**src/rtl/sign_ext.sv**
```systemverilog
// RV32I immediate generator: decodes the opcode, assembles the I/S/B/U/J
// immediate, sign-extends it and registers it with its format code.
module sign_ext #(
  parameter int unsigned XLEN = 32
) (
  input  logic            clk,
  input  logic            rst_n,
  input  logic [31:0]     instruct,
  output logic [XLEN-1:0] out,
  output logic [2:0]      imm_type,
  output logic            no_imm
);

  localparam int unsigned OPW   = 7;
  localparam int unsigned TYPEW = 3;

  typedef enum logic [TYPEW-1:0] {
    IMM_NONE = 3'd0,
    IMM_I    = 3'd1,
    IMM_S    = 3'd2,
    IMM_B    = 3'd3,
    IMM_U    = 3'd4,
    IMM_J    = 3'd5
  } imm_fmt_e;

  localparam logic [OPW-1:0] OP_IMM    = 7'b0010011;
  localparam logic [OPW-1:0] OP_LOAD   = 7'b0000011;
  localparam logic [OPW-1:0] OP_JALR   = 7'b1100111;
  localparam logic [OPW-1:0] OP_STORE  = 7'b0100011;
  localparam logic [OPW-1:0] OP_BRANCH = 7'b1100011;
  localparam logic [OPW-1:0] OP_LUI    = 7'b0110111;
  localparam logic [OPW-1:0] OP_AUIPC  = 7'b0010111;
  localparam logic [OPW-1:0] OP_JAL    = 7'b1101111;

  logic [OPW-1:0]  opcode_c;
  logic [XLEN-1:0] imm_c;
  imm_fmt_e        fmt_c;
  logic            no_imm_c;

  assign opcode_c = instruct[OPW-1:0];

  // Opcode decode and immediate assembly; unknown opcodes fall to the defaults
  always_comb begin
    imm_c    = '0;
    fmt_c    = IMM_NONE;
    no_imm_c = 1'b1;
    unique case (opcode_c)
      OP_IMM, OP_LOAD, OP_JALR: begin
        imm_c    = {{20{instruct[31]}}, instruct[31:20]};
        fmt_c    = IMM_I;
        no_imm_c = 1'b0;
      end
      OP_STORE: begin
        imm_c    = {{20{instruct[31]}}, instruct[31:25], instruct[11:7]};
        fmt_c    = IMM_S;
        no_imm_c = 1'b0;
      end
      OP_BRANCH: begin
        imm_c    = {{19{instruct[31]}}, instruct[31], instruct[7],
                    instruct[30:25], instruct[11:8], 1'b0};
        fmt_c    = IMM_B;
        no_imm_c = 1'b0;
      end
      OP_LUI, OP_AUIPC: begin
        imm_c    = {instruct[31:12], 12'h000};
        fmt_c    = IMM_U;
        no_imm_c = 1'b0;
      end
      OP_JAL: begin
        imm_c    = {{11{instruct[31]}}, instruct[31], instruct[19:12],
                    instruct[20], instruct[30:21], 1'b0};
        fmt_c    = IMM_J;
        no_imm_c = 1'b0;
      end
      default: begin
        imm_c    = '0;
        fmt_c    = IMM_NONE;
        no_imm_c = 1'b1;
      end
    endcase
  end

  // Output register, loads every edge; reset clears without a clock
  always_ff @(posedge clk or negedge rst_n) begin
    if (!rst_n) begin
      out      <= '0;
      imm_type <= IMM_NONE;
      no_imm   <= 1'b1;
    end else begin
      out      <= imm_c;
      imm_type <= fmt_c;
      no_imm   <= no_imm_c;
    end
  end

endmodule

```
**config.mk**
```make
export PLATFORM = sky130hd
export DESIGN_NAME = sign_ext
export DESIGN_NICKNAME = d
export VERILOG_FILES = /design/src/rtl/sign_ext.sv
export SDC_FILE = /design/constraint.sdc
export NUM_CORES = 1
export LEC_CHECK = 0
export BUFFER_PORTS_ARGS = -buffer_cell sky130_fd_sc_hd__buf_2
export CAP_MARGIN = 30
export CORE_AREA = 2 2 64 66
export CTS_CLUSTER_DIAMETER = 30
export DETAILED_ROUTE_END_ITERATION = 7
export DIE_AREA = 0 0 66 68
export PLACE_DENSITY = 0.69
export SYNTH_ARGS = -nofsm -noshare
export SYNTH_HDL_FRONTEND = slang
export SYNTH_SLANG_ARGS = --single-unit
```
**constraint.sdc**
```tcl
create_clock -name clk -period 1.27 [get_ports clk]
set_clock_uncertainty 0.05 [all_clocks]
set_input_delay 0.381 -clock clk [delete_from_list [all_inputs] [get_ports clk]]
set_output_delay 0.381 -clock clk [all_outputs]
set_load 0.03 [all_outputs]
```
# After elaboration in Yosys (flattened, before gate mapping)
# Cells that the tools add are included.
# classes
n_eq_ne	8
n_mux	3
n_reduce_logical	3
# ops
operator	count
$pmux W32 S5	1
$eq A7 B7 Y1 const B	3
$pmux W3 S5	1
$eq A7 B5 Y1 const B	2
$eq A7 B6 Y1 const B	2
$reduce_or A8 Y1	1
$eq A7 B2 Y1 const B	1
$reduce_or A3 Y1	1
$reduce_or A2 Y1	1
$mux W1	1
# totals
ff_bits	36
input_bits	34
output_inout_bits	36
wordCells	17

# Longest topological paths before layout
# depth
depth_word	3
ltp_mapped	6
mapped_depth_nobuf	4

# Least setup slack after synthesis
# Ideal clock, no wire load.
# synth_path
path_type	input to register
start	in instruct[6]
end	reg out[21]
setup_ns	0.062
t_arrival_ns	1.254
required_ns	1.158
slack_ns	-0.096
path_stages	6
path_buffers	2
path_cell_list	buf_6 > nor4_4 > nand2_1 > a21boi_2 > buf_6 > a21o_2
# synth_via
elab_chain_len	3
word_cells_on_any_way	11
cone_classes	eq/ne: 8; mux: 1; reduce/logical: 2
# synth_rtl
element	line	text
start: declaration	8	input logic [31:0] instruct,
$eq A7 B5 Y1 (tied with other cells)	47	unique case (opcode_c)
$reduce_or A3 Y1 / $reduce_or A2 Y1 (equally long branches)	--	
$pmux W32 S5 *	47	
via imm_c[21]	36	logic [XLEN-1:0] imm_c;
end signal: assignment	90	out <= imm_c;
end: declaration	9	output logic [XLEN-1:0] out,
# Mark *: on every way through the listed nets, which the timed path passes. The rest lies on a longest branch.

# Final worst setup path
# layout_path
start	reg no_imm
end	out no_imm
# layout_rtl
element	line	text
start: declaration	11	output logic no_imm
start signal: assignment	92	no_imm <= no_imm_c;
# No word-level cell between the ends.

==> flow_summary.json <==
{
  "status": "finished, violations left",
  "violations": "negative setup slack",
  "critPathRequiredTime_ns": 0.84,
  "async_flop_share_pct": 100,
  "netlist_instances": 113,
  "path_clk_slew_ns": 0.07,
  "path_depth": 1,
  "leakagePower_nw": 1.30,
  "slew_viol_final": 0,
  "cp_num_buf_inv": 1,
  "swShare_pct": 23.5,
  "final_util_pct": 57.4,
  "clock_path_buffers": 2,
  "power_frac_comb_pct": 13.5,
  "synth_common_cells": "dfrtp_1 (35), a21o_1 (10), a21o_2 (10), nand2_1 (8), nor2b_1 (6)",
  "drt-initial-drc-count": 58,
  "yosysMostFrequentCell": "dfrtp_1",
  "synth_top_area_share_pct": 59.6,
  "drv_cap": 0,
  "ys_types": 33,
  "root_buffer": "clkbuf_8",
  "finalNetCount": 238,
  "yosys_warnings": 0,
  "synth_ff_type": "dfrtp_1",
  "fin_crit_sh_pct": 107,
  "fmax_ghz": 0.738,
  "die_x_um": 66,
  "syn_to_final_growth_pct": 50.8,
  "synth_area_leaders": "dfrtp_1 (60%), a21o_2 (6.0%), a21o_1 (5.1%)",
  "cts_tree": "yes",
  "cts.sinks": 36,
  "slew_headroom_pct": 76.0,
  "clockPowerShare_pct": 35.1,
  "diodes": 0,
  "grt_pass1_vias": 1151,
  "post_drt_wl_per_cell_um": 13.4,
  "ant_nets": 0,
  "start_kind": "register",
  "route.vias.total": 1211,
  "cpLargestDelayFamily": "flip-flops",
  "stdcell_count": 255,
  "place_ws_ns": -0.310,
  "crit_path_cell_trace": "buf_6",
  "hp-class": "primary input to register",
  "initial_utilization_pct": 38.1,
  "slowest_delay_ns": 0.52,
  "vdd_drop_max_mv": 0.366,
  "rows": 23,
  "grt_usage_pct": 15.9,
  "io_pins": 70,
  "hold_start": "instruct[18]",
  "total_power_mw": 2.29,
  "drt_wl_total_um": 3430,
  "intPower_mw": 1.75,
  "post_cts_buffers": 0,
  "synthesis.area_sq_mm": 0.00147,
  "finalSetupViolCount": 1,
  "tightest_slew_ns": 0.359,
  "grt_pass1_wl_um": 5260,
  "dp.cells": 246,
  "postPlaceCellArea_sq_mm": 0.00200,
  "dpl.hpwl_um": 2710,
  "core_region_area_sq_mm": 0.00386,
  "rsz0062_at_grt": "yes",
  "layout-drive-gt1-share_pct": 54.1,
  "cts-htree-levels": 2,
  "setup_slack_ns": -0.0852,
  "drt-vias-per-instance": 4.75,
  "seq_power_share_pct": 51.4,
  "place.gp.congestion": 0.818,
  "critPathArrivalTime_ns": 0.92,
  "first_pass_iters": 4,
  "path_max_fanout": 1,
  "slowest_stage": "dfstp_2",
  "ys_seq_elements": 36,
  "synth_area_leader_cell": "dfrtp_1",
  "fin_crit_ns": 1.36,
  "grt_antenna_before_repair": 0,
  "ys_seq_area_share_pct": 61.4,
  "min_path_cells": 2,
  "hold_end": "out[18]",
  "die-area_sq_mm": 0.00449,
  "grt_overflow": 0,
  "die_h_um": 68,
  "p_per_area_mw_per_mm2": 1030,
  "p_sw_mw": 0.539,
  "grt_max_degree": 28,
  "design_area_sq_mm": 0.00221,
  "crit_type": "register to output pin",
  "cp-end-kind": "output pin",
  "drc": 0,
  "hold_viol_final": 0,
  "fill_cells": 352,
  "syn_avg_cell_area_sq_um": 13.0,
  "syn_nets": 147,
  "synth_edf_count": 0,
  "io_buffers": 69,
  "cts_buffers": 5
}
-- worst max-delay path by stage --
stage,from,slack [ns],end
floorplan,instruct[6],-0.09,out[21]
global placement,instruct[5],-0.20,out[3]
detailed placement,instruct[5],-0.31,out[2]
CTS,no_imm,-0.1,no_imm
global route,no_imm,-0.12,no_imm
finish,no_imm,-0.09,no_imm
-- power by group through the flow --
stage / Clock (mW) / Sequential [mW] / Combinational (mW)
2_1_floorplan: 0 / 1.24 / 0.0850
3_3_place_gp: 0 / 1.20 / 0.285
3_5_place_dp: 0 / 1.20 / 0.292
4_1_cts: 0.831 / 1.18 / 0.299
5_1_grt: 0.878 / 1.18 / 0.336
6_report: 0.804 / 1.18 / 0.309
-- cell families (layout without fill, tap and decap cells) --
logic type	count (synthesis)	count (layout)	share of synthesized area, %
flops	36	36	61.4
xor+xnor	1	1	0.596
mux	1	1	0.681
compound gates	34	34	17.7
simple gates	37	37	17.2
buf+inv	4	96	2.38
-- area by class of cell --
cell class | count | area [sq um] | share of cell area, %
clock buffer | 8 | 90.1 | 4.07
sequential | 36 | 902 | 40.7
tap | 50 | 62.6 | 2.82
timing repair buffer | 88 | 617 | 27.9
multi-input combinational | 73 | 543 | 24.5
-- per-layer routing --
layer / up-vias / GRT usage [%] / part of all wire, %
met5: - / 0 / 0
met4: 0 / 6.12 / 1.4
met3: 5 / 4.44 / 7.6
met2: 52 / 30.4 / 57
met1: 577 / 16.4 / 34
li1: 577 / - / -
-- cell usage in the layout, fill, tap and decap left out, types with 2 or more instances in the layout --
master / count
a21o_2: 10
clkbuf_1: 2
nor2b_1: 6
nor2_1: 4
nor3b_1: 2
a22o_1: 4
buf_4: 24
and2_1: 3
o21ai_0: 3
a21o_1: 10
dfrtp_1: 35
buf_6: 13
clkbuf_8: 6
nand2b_1: 2
buf_2: 48
a31oi_1: 3
nand2_1: 8
buf_12: 2
nor3_4: 2
-- registers in the layout (all words and copies together), names as in the netlist --
name	count
out	32
imm_type	3
no_imm	1
-- metrics by stage --
stage	setup TNS [ns]	hold slack [ns]
after floorplan	-1.34	0.0354
after global placement	-6.00	0.200
after detailed placement	-7.17	0.210
after CTS	-0.0971	0.239
after global routing	-0.126	0.246
final	-0.0852	0.246
-- what timing repair did --
action / CTS / global route
endpoints found under the setup margin: 7 / 29
gates resized for setup: 10 / 42
endpoints found under the hold margin: 8 / 0
hold buffers: 1 / 0
No activity file was read; power rests on OpenSTA's default activity.
